--- config.mk ---
export PLATFORM = sky130hd
export DESIGN_NAME = u_butterfly_seq_flat
export DESIGN_NICKNAME = d
export VERILOG_FILES = /design/src/rtl/u_butterfly_seq_if.sv /design/src/rtl/u_butterfly_seq.sv /design/src/flat_wrapper.sv
export SDC_FILE = /design/constraint.sdc
export NUM_CORES = 1
export LEC_CHECK = 0
export BUFFER_PORTS_ARGS = -buffer_cell sky130_fd_sc_hd__buf_2
export CAP_MARGIN = 20
export CORE_ASPECT_RATIO = 0.5
export CORE_MARGIN = 4
export CORE_UTILIZATION = 45
export CTS_CLUSTER_SIZE = 8
export DETAILED_ROUTE_END_ITERATION = 10
export GPL_ROUTABILITY_DRIVEN = 0
export PLACE_DENSITY = 0.67
export SLEW_MARGIN = 40
export SYNTH_ARGS = -nofsm -noshare
export SYNTH_HDL_FRONTEND = slang
export SYNTH_SLANG_ARGS = --single-unit
--- constraint.sdc ---
create_clock -name iClk -period 4.73 [get_ports iClk]
set_input_delay 0.473 -clock iClk [delete_from_list [all_inputs] [get_ports iClk]]
set_output_delay 0.473 -clock iClk [all_outputs]
set_load 0.005 [all_outputs]
--- src/rtl/u_butterfly_seq_if.sv ---
`default_nettype none
// +--------------------------------------------------------------------------+
// | u_butterfly_seq_if : control, twiddle, stream and count bundle           |
// | Rev 1.0                                                                  |
// +--------------------------------------------------------------------------+
interface u_butterfly_seq_if #(
  parameter int BITWIDTH = 8,
  parameter int LANES    = 4
);
  logic                            iStart;
  logic                            iEn;
  logic                            iInv;
  logic [BITWIDTH-1:0]             iwReal;
  logic [BITWIDTH-1:0]             iwImg;
  logic [LANES-1:0]                iReal0;
  logic [LANES-1:0]                iImg0;
  logic [LANES-1:0]                iReal1;
  logic [LANES-1:0]                iImg1;
  logic                            oBusy;
  logic                            oDone;
  logic [LANES-1:0]                oReal0;
  logic [LANES-1:0]                oImg0;
  logic [LANES-1:0]                oReal1;
  logic [LANES-1:0]                oImg1;
  logic [LANES*(BITWIDTH+1)-1:0]   oCntReal0;
  logic [LANES*(BITWIDTH+1)-1:0]   oCntImg0;
  logic [LANES*(BITWIDTH+1)-1:0]   oCntReal1;
  logic [LANES*(BITWIDTH+1)-1:0]   oCntImg1;

  modport master (
    output iStart, iEn, iInv, iwReal, iwImg, iReal0, iImg0, iReal1, iImg1,
    input  oBusy, oDone, oReal0, oImg0, oReal1, oImg1,
           oCntReal0, oCntImg0, oCntReal1, oCntImg1
  );

  modport slave (
    input  iStart, iEn, iInv, iwReal, iwImg, iReal0, iImg0, iReal1, iImg1,
    output oBusy, oDone, oReal0, oImg0, oReal1, oImg1,
           oCntReal0, oCntImg0, oCntReal1, oCntImg1
  );
endinterface
`default_nettype wire

--- src/rtl/u_butterfly_seq.sv ---
`default_nettype none
// +--------------------------------------------------------------------------+
// | u_butterfly_seq : self-sequenced multi-lane stochastic radix-2 butterfly |
// | Rev 1.0                                                                  |
// +--------------------------------------------------------------------------+
module u_butterfly_seq #(
  parameter int BITWIDTH = 8,
  parameter int LANES    = 4
) (
  input  logic              iClk,
  input  logic              iRst,
  u_butterfly_seq_if.slave  bus
);

  localparam int c_CNTW = BITWIDTH + 1;

  typedef enum logic [1:0] {
    S_IDLE = 2'd0,
    S_LOAD = 2'd1,
    S_RUN  = 2'd2,
    S_DONE = 2'd3
  } state_t;

  state_t r_state;
  state_t w_next;

  logic [BITWIDTH-1:0]          r_cnt;
  logic [BITWIDTH-1:0]          r_wReal;
  logic [BITWIDTH-1:0]          r_wImg;
  logic                         r_inv;
  logic                         r_done;
  logic [LANES-1:0][c_CNTW-1:0] r_cntR0;
  logic [LANES-1:0][c_CNTW-1:0] r_cntI0;
  logic [LANES-1:0][c_CNTW-1:0] r_cntR1;
  logic [LANES-1:0][c_CNTW-1:0] r_cntI1;

  logic                w_run;
  logic                w_start;
  logic                w_step;
  logic                w_last;
  logic [BITWIDTH-1:0] w_rev;
  logic                w_wr;
  logic                w_wi;
  logic [LANES-1:0]    w_r0;
  logic [LANES-1:0]    w_i0;
  logic [LANES-1:0]    w_r1;
  logic [LANES-1:0]    w_i1;

  assign w_run   = (r_state == S_RUN);
  assign w_start = bus.iStart && ((r_state == S_IDLE) || (r_state == S_DONE));
  assign w_step  = w_run && bus.iEn;
  assign w_last  = w_step && (r_cnt == {BITWIDTH{1'b1}});

  always_ff @(posedge iClk) begin
    if (iRst) begin
      r_state <= S_IDLE;
    end else begin
      r_state <= w_next;
    end
  end

  always_comb begin
    w_next = r_state;
    case (r_state)
      S_IDLE:  if (bus.iStart) w_next = S_LOAD;
      S_LOAD:  w_next = S_RUN;
      S_RUN:   if (w_last) w_next = S_DONE;
      S_DONE:  if (bus.iStart) w_next = S_LOAD;
      default: w_next = S_IDLE;
    endcase
  end

  // Bit-reversed period counter spreads each twiddle's ones evenly over the period
  always_comb begin
    w_rev = '0;
    for (int b = 0; b < BITWIDTH; b++) begin
      w_rev[b] = r_cnt[BITWIDTH-1-b];
    end
  end

  assign w_wr = (w_rev < r_wReal);
  assign w_wi = (w_rev < r_wImg) ^ r_inv;

  for (genvar k = 0; k < LANES; k++) begin : g_lane
    logic w_pRR;
    logic w_pII;
    logic w_pRI;
    logic w_pIR;
    logic w_realEq;
    logic w_imgEq;

    assign w_pRR    = ~(bus.iReal1[k] ^ w_wr);
    assign w_pII    = ~(bus.iImg1[k]  ^ w_wi);
    assign w_pRI    = ~(bus.iReal1[k] ^ w_wi);
    assign w_pIR    = ~(bus.iImg1[k]  ^ w_wr);
    assign w_realEq = r_cnt[1] ? ~w_pII : w_pRR;
    assign w_imgEq  = r_cnt[1] ? w_pIR  : w_pRI;
    assign w_r0[k]  = r_cnt[0] ? w_realEq  : bus.iReal0[k];
    assign w_i0[k]  = r_cnt[0] ? w_imgEq   : bus.iImg0[k];
    assign w_r1[k]  = r_cnt[0] ? ~w_realEq : bus.iReal0[k];
    assign w_i1[k]  = r_cnt[0] ? ~w_imgEq  : bus.iImg0[k];
  end

  always_ff @(posedge iClk) begin
    if (iRst) begin
      r_cnt   <= '0;
      r_wReal <= '0;
      r_wImg  <= '0;
      r_inv   <= 1'b0;
      r_done  <= 1'b0;
      r_cntR0 <= '0;
      r_cntI0 <= '0;
      r_cntR1 <= '0;
      r_cntI1 <= '0;
    end else begin
      r_done <= w_last;
      if (w_start) begin
        r_cnt   <= '0;
        r_wReal <= bus.iwReal;
        r_wImg  <= bus.iwImg;
        r_inv   <= bus.iInv;
        r_cntR0 <= '0;
        r_cntI0 <= '0;
        r_cntR1 <= '0;
        r_cntI1 <= '0;
      end else if (w_step) begin
        // Counter wraps to 0 on the final bit of the period
        r_cnt <= r_cnt + 1'b1;
        for (int k = 0; k < LANES; k++) begin
          r_cntR0[k] <= r_cntR0[k] + {{BITWIDTH{1'b0}}, w_r0[k]};
          r_cntI0[k] <= r_cntI0[k] + {{BITWIDTH{1'b0}}, w_i0[k]};
          r_cntR1[k] <= r_cntR1[k] + {{BITWIDTH{1'b0}}, w_r1[k]};
          r_cntI1[k] <= r_cntI1[k] + {{BITWIDTH{1'b0}}, w_i1[k]};
        end
      end
    end
  end

  assign bus.oBusy     = (r_state == S_LOAD) || w_run;
  assign bus.oDone     = r_done;
  assign bus.oReal0    = w_run ? w_r0 : '0;
  assign bus.oImg0     = w_run ? w_i0 : '0;
  assign bus.oReal1    = w_run ? w_r1 : '0;
  assign bus.oImg1     = w_run ? w_i1 : '0;
  assign bus.oCntReal0 = r_cntR0;
  assign bus.oCntImg0  = r_cntI0;
  assign bus.oCntReal1 = r_cntR1;
  assign bus.oCntImg1  = r_cntI1;

endmodule
`default_nettype wire

--- src/flat_wrapper.sv ---
// flat-port wrapper written by rule: the top's interface ports become plain ports
module u_butterfly_seq_flat 
#(
  parameter int BITWIDTH = 8,
  parameter int LANES    = 4
)
  (iClk, iRst, bus_iStart, bus_iEn, bus_iInv, bus_iwReal, bus_iwImg, bus_iReal0, bus_iImg0, bus_iReal1, bus_iImg1, bus_oBusy, bus_oDone, bus_oReal0, bus_oImg0, bus_oReal1, bus_oImg1, bus_oCntReal0, bus_oCntImg0, bus_oCntReal1, bus_oCntImg1);
  u_butterfly_seq_if #(.BITWIDTH(BITWIDTH), .LANES(LANES)) bus_i ();
  input  logic iClk;
  input  logic iRst;
  input wire logic [$bits(bus_i.iStart)-1:0] bus_iStart;
  input wire logic [$bits(bus_i.iEn)-1:0] bus_iEn;
  input wire logic [$bits(bus_i.iInv)-1:0] bus_iInv;
  input wire logic [$bits(bus_i.iwReal)-1:0] bus_iwReal;
  input wire logic [$bits(bus_i.iwImg)-1:0] bus_iwImg;
  input wire logic [$bits(bus_i.iReal0)-1:0] bus_iReal0;
  input wire logic [$bits(bus_i.iImg0)-1:0] bus_iImg0;
  input wire logic [$bits(bus_i.iReal1)-1:0] bus_iReal1;
  input wire logic [$bits(bus_i.iImg1)-1:0] bus_iImg1;
  output wire logic [$bits(bus_i.oBusy)-1:0] bus_oBusy;
  output wire logic [$bits(bus_i.oDone)-1:0] bus_oDone;
  output wire logic [$bits(bus_i.oReal0)-1:0] bus_oReal0;
  output wire logic [$bits(bus_i.oImg0)-1:0] bus_oImg0;
  output wire logic [$bits(bus_i.oReal1)-1:0] bus_oReal1;
  output wire logic [$bits(bus_i.oImg1)-1:0] bus_oImg1;
  output wire logic [$bits(bus_i.oCntReal0)-1:0] bus_oCntReal0;
  output wire logic [$bits(bus_i.oCntImg0)-1:0] bus_oCntImg0;
  output wire logic [$bits(bus_i.oCntReal1)-1:0] bus_oCntReal1;
  output wire logic [$bits(bus_i.oCntImg1)-1:0] bus_oCntImg1;
  assign bus_i.iStart = bus_iStart;
  assign bus_i.iEn = bus_iEn;
  assign bus_i.iInv = bus_iInv;
  assign bus_i.iwReal = bus_iwReal;
  assign bus_i.iwImg = bus_iwImg;
  assign bus_i.iReal0 = bus_iReal0;
  assign bus_i.iImg0 = bus_iImg0;
  assign bus_i.iReal1 = bus_iReal1;
  assign bus_i.iImg1 = bus_iImg1;
  assign bus_oBusy = bus_i.oBusy;
  assign bus_oDone = bus_i.oDone;
  assign bus_oReal0 = bus_i.oReal0;
  assign bus_oImg0 = bus_i.oImg0;
  assign bus_oReal1 = bus_i.oReal1;
  assign bus_oImg1 = bus_i.oImg1;
  assign bus_oCntReal0 = bus_i.oCntReal0;
  assign bus_oCntImg0 = bus_i.oCntImg0;
  assign bus_oCntReal1 = bus_i.oCntReal1;
  assign bus_oCntImg1 = bus_i.oCntImg1;
  u_butterfly_seq #(.BITWIDTH(BITWIDTH), .LANES(LANES)) u_core (.iClk(iClk), .iRst(iRst), .bus(bus_i));
endmodule
### Word-level counts from Yosys, hierarchy flattened

Cells that the tools add are included.

| storage, ports and cells | value |
|---|---|
| output and inout port bits | 162 |
| input port bits | 37 |
| word-level logic and storage cells | 124 |
| bits in registers | 172 |

| operators by class | value |
|---|---|
| reductions and logical operators | 9 |
| mux-type cells | 31 |
| $add $sub $neg | 17 |
| equality and inequality tests | 6 |
| order comparisons | 2 |
| bitwise gates (word level) | 37 |

Operators with widths:

| kind | number |
|---|---|
| adder 9 x 1 -> 9 bit | 16 |
| two-way mux 1 bit | 24 |
| NOT 1 bit | 20 |
| XOR 1 bit | 17 |
| < comparator 8 bit | 2 |
| two-way mux 4 bit | 4 |
| adder 8 x 1 -> 8 bit, second input constant | 1 |
| equality test 8 bit, second input constant | 1 |
| case mux 2 bit (3 select lines) | 1 |
| equality test 2 bit, second input constant | 2 |
| two-way mux 2 bit | 2 |
| OR reduction 2 bit | 2 |
| logical AND 1 bit | 3 |
| equality test 2 x 1 -> 1 bit, second input constant | 1 |
| zero test 2 bit | 1 |
| logical OR 1 bit | 2 |
| != test 2 x 1 -> 1 bit, second input constant | 1 |
| != test 2 bit, second input constant | 1 |
| AND reduction 2 bit | 1 |

### Depth between registers and ports, before layout

Gate-level depths: netlist (run 1).

| logic depth | value |
|---|---|
| depth after elaboration | 8 |
| gate-level depth with buffers | 15 |
| depth with buffers taken out | 14 |

### Least setup slack after synthesis (run 1)

No wires, ideal clock.

| timing | value |
|---|---|
| path kind | register to register |
| start point | register u_core.r_cnt[2] |
| end point | register u_core.r_cntI0, in the netlist u_core.bus.oCntImg0[17] |
| data arrival time | 3160 ps |
| required time | 4660 ps |
| period minus slack after synthesis | 3231 ps |
| stages on the path, launching flop included | 15 |
| buffers on the path | 1 |
| path slack | 1499 ps |
| library setup time | 70 ps |
| cells stage by stage | dfxtp_1 -> ha_1 -> a211oi_2 -> or2_1 -> buf_2 -> a221o_2 -> or3_1 -> and2_4 -> a211oi_1 -> ha_1 -> ha_1 -> and3_1 -> nand2_1 -> or3_1 -> a21oi_1 |

| on the way | value |
|---|---|
| word-level cells in the longest chain between the ends | 7 |
| elaborated cells on any way between the ends | 10 |
| classes of those cells | 1 x add/sub; 2 x order compare; 2 x mux; 5 x bitwise |

Ends and longest elaborated chain:

| element | RTL line | source |
|---|---|---|
| from (decl) | u_butterfly_seq.sv:27 | `logic [BITWIDTH-1:0] r_cnt;` |
| from (signal assigned) | u_butterfly_seq.sv:128 | `r_cnt <= r_cnt + 1'b1;` |
| < comparator 8 bit | u_butterfly_seq.sv:82 | `assign w_wi = (w_rev < r_wImg) ^ r_inv;` |
| XOR 1 bit | u_butterfly_seq.sv:82 |  |
| XOR 1 bit | u_butterfly_seq.sv:94 | `assign w_pRI = ~(bus.iReal1[k] ^ w_wi);` |
| NOT 1 bit | u_butterfly_seq.sv:94 |  |
| two-way mux 1 bit (*) | u_butterfly_seq.sv:97 | `assign w_imgEq = r_cnt[1] ? w_pIR : w_pRI;` |
| two-way mux 1 bit (*) | u_butterfly_seq.sv:99 | `assign w_i0[k] = r_cnt[0] ? w_imgEq : bus.iImg0[k];` |
| adder 9 x 1 -> 9 bit (*) | u_butterfly_seq.sv:131 | `r_cntI0[k] <= r_cntI0[k] + {{BITWIDTH{1'b0}}, w_i0[k]};` |
| to (signal, indexed assignment) | u_butterfly_seq.sv:131 |  |
| to (decl) | u_butterfly_seq.sv:33 | `logic [LANES-1:0][c_CNTW-1:0] r_cntI0;` |

Every way passes the cells marked *; elsewhere a longest branch is shown, timed or not.
A chain may end at the register's enable or synchronous reset.

### Final worst setup path (run 1)

| timing | value |
|---|---|
| start point | register u_core.r_cnt[1] |
| end point | register u_core.r_cntI0, in the netlist u_core.bus.oCntImg0[26] |

Same word-level chain as after synthesis.

==> results.txt, run 1 <==
----------------------------------------------------
[Final layout]
  Fillcell total ... 1712
  Post-Route Utilization ... 0.556
  Antenna cells ... 0
  Final non-filler cell area ... 10200 um2
  Layout Nets ... 1283
  Fraction of final layout cells sized beyond drive strength 1 ... 0.212
  Area overhead of the layout relative to synthesis ... 21.3%
  Final Non-Filler Cells ... 1450

[Worst hold path]
  Hold-critical path depth ... 3
  Type of the worst min-delay path ... input port to flop

[Clocking]
  Quantity of hold-fixing buffers added after cts ... 0
  Clock Sink Count ... 172
  Resized cells post-CTS ... 0
  Maximum clock path buffer count ... 2
  Total clock buffers created by CTS ... 17
  Clock latency reported for the late side of the worst-skew pair ... 420 ps
  CTS tree ... built
  Clock-pin slew on the worst setup and hold paths ... 70 ps
  Setup Buffers After CTS ... 0
  Htree depth ... 4
  CTS Root Cell ... sky130_fd_sc_hd__clkbuf_16

[STA]
  Highest achievable clock rate ... 261 MHz
  Total Neg Setup Slack ... 0 ps
  Setup Viol. Count Final ... 0
  Time the final worst path needs with I/O delays and setup ... 3830 ps
  Layout Skew ... 9.49 ps
  Unrepaired setup endpoints after global routing ... no
  Final clock period utilization by the worst path ... 0.810
  Actual slew at the worst max-slew pin ... 754 ps
  Pins over their slew limit ... 0
  Hold violation count in the final report ... 0
  Worst-case headroom to the max-slew limit ... 0.497

[Synth]
  Dominant combinational cell family by area after synthesis ... simple AND/OR/NAND/NOR gates
  Multiplexer share of the synthesized area ... 0
  Synth Area per Inst ... 8.27 um2
  Largest cells by area after synthesis ... sky130_fd_sc_hd__dfxtp_1, sky130_fd_sc_hd__nand2_1, sky130_fd_sc_hd__xor2_1
  EDFF count, synth ... 0
  Share of synthesized flip-flops with an asynchronous set or reset ... 0
  Most frequently used flop master after synthesis ... sky130_fd_sc_hd__dfxtp_1
  Part of the Yosys area used for sequential elements ... 0.408
  Total number of yosys warnings ... 0
  Nets in the synthesized netlist ... 1106
  Compound-gate portion of the synthesized area ... 0.142
  Cell taking the most area after synthesis ... sky130_fd_sc_hd__dfxtp_1
  Distinct cell type count after synthesis ... 44
  Syn Inst Count ... 1020
  Mapped cell area ... 8430 um2
  Most instantiated library cell after synthesis ... sky130_fd_sc_hd__nand2_1
  Share of the synthesized netlist area taken by xor and xnor gates ... 0.0955
  Simple-Gate Fraction of Synth Area ... 0.251
  Adder and majority gate portion of the synthesized area ... 0.0727
  Number of register bits inferred by synthesis ... 172
  Most instantiated cells after synthesis ... sky130_fd_sc_hd__nand2_1, sky130_fd_sc_hd__dfxtp_1, sky130_fd_sc_hd__nor2_1
  Area share of the leading cell type in the synthesized netlist ... 0.408

[Detailed routing]
  Post-detailed-route wirelength per cell ... 15.0 um
  Post-DR vias/cell ... 5.35
  Initial DRC Count ... 409
  Router iterations before antenna repair ... 4
  Post-detailed-routing wire length ... 21800 um
  Number of remaining DRC errors ... 0
  Via count ... 7762
  Post-detailed-route count of antenna-violating nets ... 0

[Placement]
  Total instance count after detailed placement ... 1418
  Cell area reported after detailed placement ... 9620 um2
  Total of buffers placed on input and output ports ... 198
  Post-detail-place hpwl ... 16000 um

[Worst setup path]
  Kind of critical path ... flop to flop
  Number of cells on the worst reg-to-reg path ... 13
  Setup crit end kind ... flop
  Largest driver fanout on the critical path ... 14
  Type of origin of the critical path ... flop
  Required time worst endpoint ... 5060 ps
  Data arrival at the endpoint of the critical path ... 4160 ps

[Floorplan]
  Die width ... 202 um
  Height of the chip ... 105 um
  Top-level port count ... 199
  Cell Rows ... 35
  Effective utilization at floorplan ... 0.459
  Total core area ... 18400 um2
  Floorplan die area ... 21100 um2

[Power and ir drop]
  Leakage dissipation ... 4.43 nW
  Clock group share of total power ... 0.366
  Share of power burned in registers ... 0.392
  Peak supply drop ... 302 uV
  Switching share of power ... 0.324
  Post-layout total power ... 0.00393 W
  Net Sw Power ... 0.00127 W
  Internal cell power ... 0.00266 W
  Power share of the combinational group ... 0.242
  Power per standard cell area ... 384 nW/um2

[Global routing]
  Overflow left after global routing ... 0
  Global router's overall resource usage ... 0.202
  First-pass GRT wire length ... 35600 um
  Via count of the first global-routing pass ... 7201
  Pin count of the biggest net entering global routing ... 93
  Antenna violations before repair ... 1

[Status]
  Run status ... complete, no violations

[Run]
  Number of max-capacitance violations reported ... 0

----------------------------------------------------
==> cell families after synthesis <==
group,count (synthesis)
DFF,172
AOI/OAI and AO/OA,188
and+or+nand+nor,452
buffers and inverters,67
xor gates and xnor gates,92
adders and majority gates,49
==> layout make-up <==
class	count	area (um2)	area share
Clock inverter	10	140	0.0137
Clock buffer	22	464	0.0454
Sequential cell	172	3440	0.337
Inverter	23	86.3	0.00844
Multi-Input combinational cell	781	4750	0.464
Tap cell	240	300	0.0294
Timing Repair Buffer	202	1050	0.102
==> placed cells by master (no fill, tap or decap), types with 9 or more instances in the layout <==
cell type,n
sky130_fd_sc_hd__nand2_1,187
sky130_fd_sc_hd__clkbuf_16,17
sky130_fd_sc_hd__nor3_1,12
sky130_fd_sc_hd__o21ai_0,46
sky130_fd_sc_hd__a221o_2,9
sky130_fd_sc_hd__and3_1,29
sky130_fd_sc_hd__nand4_1,48
sky130_fd_sc_hd__or3_1,48
sky130_fd_sc_hd__dfxtp_1,172
sky130_fd_sc_hd__a21oi_1,93
sky130_fd_sc_hd__xnor2_1,12
sky130_fd_sc_hd__nor2_1,96
sky130_fd_sc_hd__inv_1,22
sky130_fd_sc_hd__ha_1,49
sky130_fd_sc_hd__buf_2,198
sky130_fd_sc_hd__xor2_1,80
==> metal layers <==
layer | part of all wire | track usage | up-vias
met1 | 0.46 | 0.265 | 3637
met2 | 0.47 | 0.336 | 181
met3 | 0.048 | 0.0456 | 36
met5 | 0.00060 | 0 | -
met4 | 0.020 | 0.0595 | 2
li1 | - | - | 3906
==> final timing paths <==
path,slack [ps],endpoint,from
max,900,u_core.bus.oCntImg0[26],u_core.r_cnt[1]
min,280,u_core.r_inv,bus_iInv
max reg2reg,900,u_core.bus.oCntImg0[26],u_core.r_cnt[1]
min reg2reg,450,u_core.r_wReal[3],u_core.r_wReal[3]
==> per-stage QoR <==
stage	hold slack [ps]	worst slack, ps
2_1_floorplan	436	1500
3_3_place_gp	445	1090
3_5_place_dp	448	1030
4_1_cts	265	955
5_1_grt	273	651
6_report	281	898
==> worst max-delay path, cell delays in order (launching register included) <==
cell	delay, ps
sky130_fd_sc_hd__dfxtp_1	610
sky130_fd_sc_hd__ha_1	280
sky130_fd_sc_hd__o21ai_1	130
sky130_fd_sc_hd__or2_1	350
sky130_fd_sc_hd__a221o_1	350
sky130_fd_sc_hd__or3_1	340
sky130_fd_sc_hd__and2_1	210
sky130_fd_sc_hd__a211oi_1	280
sky130_fd_sc_hd__ha_1	280
sky130_fd_sc_hd__ha_1	190
sky130_fd_sc_hd__and3_1	200
sky130_fd_sc_hd__nand2_1	70
sky130_fd_sc_hd__or3_1	300
sky130_fd_sc_hd__a21oi_1	150
==> sequential cells by signal, indices dropped and copies added (netlist names) <==
name and count:
u_core.bus.oCntImg0 36, u_core.bus.oCntImg1 36, u_core.bus.oCntReal0 36, u_core.bus.oCntReal1 36, u_core.r_cnt 8, u_core.r_wImg 8, u_core.r_wReal 8, u_core.r_state 2
u_core.bus.oDone 1, u_core.r_inv 1
==> power groups by stage <==
stage | logic (W) | clock network, W | registers (W)
after floorplan | 0.000680 | 0 | 0.00156
after global placement | 0.000930 | 0 | 0.00157
after detailed placement | 0.000944 | 0 | 0.00157
after CTS | 0.000947 | 0.00147 | 0.00154
after global routing | 0.00105 | 0.00155 | 0.00155
final | 0.000950 | 0.00144 | 0.00154
Note: power is estimated with default switching activity, not from simulation.
==> inputs of run 2 (changes only) <==
==> constraint.sdc (replaced) <==
create_clock -name iClk -period 3.6 [get_ports iClk]
set_input_delay 0.36 -clock iClk [delete_from_list [all_inputs] [get_ports iClk]]
set_output_delay 0.36 -clock iClk [all_outputs]
set_load 0.005 [all_outputs]
==> run 2 against run 1 <==
  * Global-route usage hardly changed
  * Sequential power up 31%
  * Maximum frequency grew 12%
  * Count of clock-buffer cells in the layout is 2 lower
  * Clock power up 23%
  * Sequential cell count did not move
  * Cell count increased by 1.0%
  * Combinational power up 42%
==> results.txt, run 2 (synthesis gave the netlist of run 1 again) <==
----------------------------------------------------
[Status]
  Run status ... complete, no violations

[Final layout]
  Most frequent standard cell in the layout excluding fill and tap cells ... sky130_fd_sc_hd__buf_2
  Final non-filler cell area ... 10400 um2
  Layout Nets ... 1299
  Most used cells in the layout excluding fill and tap cells ... sky130_fd_sc_hd__buf_2, sky130_fd_sc_hd__nand2_1, sky130_fd_sc_hd__dfxtp_1, sky130_fd_sc_hd__nor2_1, sky130_fd_sc_hd__a21oi_1
  Area of the multi-input gates ... 4820 um2
  Storage cell area ... 3440 um2
  Antenna cells ... 0
  Area overhead of the layout relative to synthesis ... 23.1%
  Fillcell total ... 1754
  Fraction of final layout cells sized beyond drive strength 1 ... 0.231

[STA]
  Final clock period utilization by the worst path ... 0.954
  Setup Viol. Count Final ... 0
  Unrepaired setup endpoints after global routing ... no
  Pins over their slew limit ... 0
  Setup ws final ... 164 ps
  Hold violation count in the final report ... 0
  Actual slew at the worst max-slew pin ... 738 ps
  Total Neg Setup Slack ... 0 ps
  Time the final worst path needs with I/O delays and setup ... 3440 ps
  Layout Skew ... 12.3 ps
  Highest achievable clock rate ... 291 MHz
  Worst-case headroom to the max-slew limit ... 0.508

[Worst setup path]
  Endpoint of the worst setup timing path ... u_core.bus.oCntReal0[6]
  Stages on worst setup path ... 13
  Sum of buffers and inverters on the critical path ... 1
  Worst flop-to-flop path startpoint ... u_core.r_cnt[2]
  Most common cell type on the critical path ... sky130_fd_sc_hd__ha_1
  Flop-to-flop setup slack ... 160 ps
  Delay of the slowest cell on the worst path ... 570 ps
  Reg-to-reg critical path endpoint ... u_core.bus.oCntReal0[6]
  Type of origin of the critical path ... flop
  Cell breakdown of the critical path ... buf_4 > ha_1 > nand4_1 > or3_1 > and2_2 > o311ai_1 > nand3_1 > ha_1 > ha_1 > and3_1 > nand4_1 > xor2_1 > nor2_1
  Category of cells accounting for the largest share of critical-path delay ... simple AND/OR/NAND/NOR gates
  Kind of critical path ... flop to flop
  Setup crit end kind ... flop
  Required time worst endpoint ... 3910 ps
  Number of cells on the worst reg-to-reg path ... 13
  CP startpoint ... u_core.r_cnt[2]
  Largest driver fanout on the critical path ... 8
  Data arrival at the endpoint of the critical path ... 3740 ps
  Slowest cell on crit path ... sky130_fd_sc_hd__o311ai_1

[Clocking]
  Clock Sink Count ... 172
  CTS tree ... built
  Clock-pin slew on the worst setup and hold paths ... 70 ps
  CTS Root Cell ... sky130_fd_sc_hd__clkbuf_16
  Clock latency reported for the late side of the worst-skew pair ... 420 ps
  Total clock buffers created by CTS ... 17
  Maximum clock path buffer count ... 2
  Htree depth ... 4
  Quantity of hold-fixing buffers added after cts ... 0

[Power and ir drop]
  Leakage dissipation ... 4.50 nW
  Power per standard cell area ... 495 nW/um2
  Post-layout total power ... 0.00514 W
  Net Sw Power ... 0.00169 W
  Power share of the combinational group ... 0.262
  Internal cell power ... 0.00345 W
  Clock group share of total power ... 0.345
  Switching share of power ... 0.329
  Share of power burned in registers ... 0.393
  Peak supply drop ... 454 uV

[Detailed routing]
  Post-detailed-route wirelength per cell ... 15.0 um
  Router iterations before antenna repair ... 5
  Post-detailed-route count of antenna-violating nets ... 0
  Post-DR vias/cell ... 5.36
  Initial DRC Count ... 352
  Number of remaining DRC errors ... 0
  Via count ... 7858
  Post-detailed-routing wire length ... 22000 um

[Floorplan]
  Height of the chip ... 105 um
  Total core area ... 18400 um2
  Effective utilization at floorplan ... 0.459
  Cell Rows ... 35
  Floorplan die area ... 21100 um2
  Die width ... 202 um
  Top-level port count ... 199

[Placement]
  Cell area reported after detailed placement ... 9750 um2
  Post-detail-place hpwl ... 16400 um
  Post-Place Setup Slack ... 98.8 ps
  Total of buffers placed on input and output ports ... 198

[Run]
  Number of max-capacitance violations reported ... 0

[Global routing]
  First-pass GRT wire length ... 35800 um
  Antenna violations before repair ... 1
  Overflow left after global routing ... 0
  Via count of the first global-routing pass ... 7303
  Pin count of the biggest net entering global routing ... 55
  Global router's overall resource usage ... 0.202

[Worst hold path]
  Type of the worst min-delay path ... input port to flop

----------------------------------------------------
-- run 2: changes by cell type in the layout (fill, tap and decap cells not counted), sizes merged --
cell / change
buf: +16
clkinv: +1
clkbuf: -2
bufinv: -1
inv: +1
-- run 2: worst min path at each step --
stage,slack (ps),startpoint,end,cells after the start
2_1_floorplan,440,u_core.r_wImg[1],u_core.r_wImg[1],2
3_3_place_gp,450,u_core.r_wReal[1],u_core.r_wReal[1],2
3_5_place_dp,450,u_core.r_wImg[3],u_core.r_wImg[3],2
4_1_cts,160,bus_iwImg[5],u_core.r_wImg[5],3
5_1_grt,170,bus_iInv,u_core.r_inv,3
6_report,180,bus_iwImg[5],u_core.r_wImg[5],3
-- run 2: metal layers --
| layer | part of all wire | track usage | vias to the layer above |
|---|---|---|---|
| met3 | 0.046 | 0.0465 | 25 |
| li1 | - | - | 3938 |
| met1 | 0.46 | 0.260 | 3728 |
| met2 | 0.48 | 0.349 | 165 |
| met4 | 0.013 | 0.0443 | 2 |
| met5 | 0.00059 | 0 | - |
-- run 2: metrics by stage --
stage               hold WS [ps]   util  cells
floorplan                    436      -   1020
global placement             446  0.530   1433
detailed placement           449  0.530   1433
CTS                          157  0.560   1464
global route                 172  0.565   1465
finish                       178  0.565   1465
-- run 2: power by group through the flow --
stage,logic (W),clock network [W],registers [W]
2_1_floorplan,0.000894,0,0.00205
3_3_place_gp,0.00129,0,0.00206
3_5_place_dp,0.00131,0,0.00206
4_1_cts,0.00131,0.00182,0.00202
5_1_grt,0.00149,0.00189,0.00203
6_report,0.00135,0.00177,0.00202
-- run 2: cell type report --
type	count	area share
multi-input combinational	781	0.464
inverter	23	0.00831
timing repair buffer	218	0.114
tap	240	0.0289
clock buffer	20	0.0421
clock inverter	11	0.0116
sequential	172	0.332
-- run 2: tightest hold or removal path, cell delays in order --
cell	delay, ps
sky130_fd_sc_hd__buf_2	90
sky130_fd_sc_hd__nand2_1	40
sky130_fd_sc_hd__a21oi_1	50
-- run 2: timing repair --
item	CTS	global route
endpoints found under the setup margin	0	36
buffers inserted	0	1
gates resized for setup	0	14
==> inputs of run 3 (changes only) <==
--- a/config.mk
+++ b/config.mk
@@ -7,12 +7,13 @@
 export LEC_CHECK = 0
 export BUFFER_PORTS_ARGS = -buffer_cell sky130_fd_sc_hd__buf_2
 export CAP_MARGIN = 20
-export CORE_ASPECT_RATIO = 0.5
+export CORE_ASPECT_RATIO = 1.5
 export CORE_MARGIN = 4
 export CORE_UTILIZATION = 45
 export CTS_CLUSTER_SIZE = 8
 export DETAILED_ROUTE_END_ITERATION = 10
 export GPL_ROUTABILITY_DRIVEN = 0
+export GPL_TIMING_DRIVEN = 1
 export PLACE_DENSITY = 0.67
 export SLEW_MARGIN = 40
 export SYNTH_ARGS = -nofsm -noshare
==> run 3 against run 2 <==
  * Register-to-register slack improved by 20 ps
  * Combinational power about the same
  * Cell count increased by 1.0%
  * Critical path depth increased by 1
  * Non-clock buffer count unchanged
  * Setup slack improved by 16 ps
  * Clock skew about the same
==> results.txt, run 3 (synthesis gave the netlist of run 1 again) <==
----------------------------------------------------
[Status]
  Run status ... complete, no violations

[Power and ir drop]
  Peak supply drop ... 401 uV
  Leakage dissipation ... 4.54 nW
  Post-layout total power ... 0.00521 W
  Power per standard cell area ... 500 nW/um2

[STA]
  Pins over their slew limit ... 0
  Hold violation count in the final report ... 0
  Setup ws final ... 181 ps
  Actual slew at the worst max-slew pin ... 537 ps
  Final clock period utilization by the worst path ... 0.950
  Setup Viol. Count Final ... 0
  Layout Skew ... 12.0 ps
  Time the final worst path needs with I/O delays and setup ... 3420 ps
  Highest achievable clock rate ... 292 MHz
  Worst-case headroom to the max-slew limit ... 0.642

[Final layout]
  Area of the multi-input gates ... 4810 um2
  Most frequent standard cell in the layout excluding fill and tap cells ... sky130_fd_sc_hd__buf_2
  Fraction of final layout cells sized beyond drive strength 1 ... 0.231
  Fillcell total ... 1823
  Final Non-Filler Cells ... 1480
  Area overhead of the layout relative to synthesis ... 23.6%
  Layout Nets ... 1300
  Most used cells in the layout excluding fill and tap cells ... sky130_fd_sc_hd__buf_2, sky130_fd_sc_hd__nand2_1, sky130_fd_sc_hd__dfxtp_1, sky130_fd_sc_hd__nor2_1, sky130_fd_sc_hd__a21oi_1
  Storage cell area ... 3440 um2

[Global routing]
  Via count of the first global-routing pass ... 7439
  Overflow left after global routing ... 0
  Antenna violations before repair ... 1
  Global router's overall resource usage ... 0.205
  Pin count of the biggest net entering global routing ... 70
  First-pass GRT wire length ... 35600 um

[Clocking]
  Quantity of hold-fixing buffers added after cts ... 0
  Clock latency reported for the late side of the worst-skew pair ... 420 ps
  CTS Root Cell ... sky130_fd_sc_hd__clkbuf_16
  Clock-pin slew on the worst setup and hold paths ... 70 ps
  Clock Sink Count ... 172
  Htree depth ... 4
  Maximum clock path buffer count ... 2
  CTS tree ... built
  Total clock buffers created by CTS ... 17

[Placement]
  Total instance count after detailed placement ... 1445
  Post-Place Setup Slack ... 70.9 ps
  Total of buffers placed on input and output ports ... 198
  Post-detail-place hpwl ... 16300 um

[Floorplan]
  Cell Rows ... 61
  Floorplan die area ... 21000 um2
  Effective utilization at floorplan ... 0.457
  Height of the chip ... 176 um
  Total core area ... 18500 um2
  Top-level port count ... 199
  Die width ... 120 um

[Worst setup path]
  Required time worst endpoint ... 3900 ps
  Setup crit end kind ... flop
  Data arrival at the endpoint of the critical path ... 3720 ps
  Kind of critical path ... flop to flop
  Delay of the slowest cell on the worst path ... 380 ps
  Type of origin of the critical path ... flop
  Largest driver fanout on the critical path ... 7
  Slowest cell on crit path ... sky130_fd_sc_hd__or3_1
  Cell breakdown of the critical path ... inv_1 > ha_1 > o21ai_2 > or2_4 > a221o_2 > or3_1 > and2_4 > a221o_2 > ha_1 > ha_1 > and3_1 > nand4_1 > xor2_1 > nor2_1
  Most common cell type on the critical path ... sky130_fd_sc_hd__ha_1

[Detailed routing]
  Via count ... 7830
  Post-detailed-routing wire length ... 22000 um
  Router iterations before antenna repair ... 5
  Post-detailed-route count of antenna-violating nets ... 0
  Initial DRC Count ... 313
  Post-detailed-route wirelength per cell ... 14.8 um
  Post-DR vias/cell ... 5.29
  Number of remaining DRC errors ... 0

[Run]
  Number of max-capacitance violations reported ... 0

[Worst hold path]
  Type of the worst min-delay path ... input port to flop

----------------------------------------------------
-- run 3: cell count changes in the layout (fill, tap and decap cells not counted), sizes merged --
| cell | change |
|---|---|
| a2111oi | +1 |
| bufinv | -1 |
| clkbuf | -3 |
| clkinv | -1 |
| clkinvlp | -2 |
| diode | +1 |
| inv | +8 |
-- run 3: timing repair --
item,in CTS,in global routing
gates resized for setup,0,9
setup endpoints to repair,0,24
setup buffers,0,1
-- run 3: power by group --
group | internal (W) | leakage [nW] | total, W | switching, W
sequential | 0.00197 | 1.39 | 0.00202 | 0.0000484
combinational | 0.000463 | 2.86 | 0.00135 | 0.000885
clock | 0.000993 | 0.291 | 0.00185 | 0.000853
total | 0.00343 | 4.54 | 0.00521 | 0.00179
-- run 3: layout make-up --
cell class / count / share of cell area
inverters: 23 / 0.00828
multi-input cells: 782 / 0.461
clock buffers: 17 / 0.0408
clock inverters: 15 / 0.0161
well taps: 252 / 0.0302
repair buffers: 218 / 0.113
diodes: 1 / 0.000240
flip-flops and latches: 172 / 0.330
-- run 3: metal layers --
layer,track usage,routed length (um),vias to the layer above
li1,-,-,3944
met1,0.235,8970,3674
met2,0.368,11300,178
met3,0.0435,1010,34
met4,0.0841,670,0
met5,0,0,-
-- run 3: path summary, 6_finish.rpt --
kind,from,end,slack (ps),cells after the start
setup / recovery,u_core.r_wReal[6],u_core.bus.oCntImg1[35],180,14
hold / removal,bus_iwImg[4],u_core.r_wImg[4],170,3
setup reg to reg,u_core.r_wReal[6],u_core.bus.oCntImg1[35],180,14
hold reg to reg,u_core.r_wReal[3],u_core.r_wReal[3],450,2
-- run 3: metrics by stage --
stage | utilization | area, um2 | TNS (ps) | hold slack [ps]
after floorplan | - | 8430 | 0 | 436
after global placement | 0.529 | 9760 | 0 | 445
after detailed placement | 0.529 | 9760 | 0 | 447
after CTS | 0.561 | 10400 | 0 | 145
after global routing | 0.564 | 10400 | -7.93 | 163
final | 0.564 | 10400 | 0 | 168
-- run 3: critical path, delay by kind of cell (launching register included) --
kind | cells | cell delay [ps]
AND/OR/NAND/NOR | 6 | 1230
AO/OA/AOI/OAI | 3 | 790
adder cells (fa/ha/maj) | 3 | 730
flip-flops | 1 | 330
XOR/XNOR | 1 | 170
buffers and inverters | 1 | 50
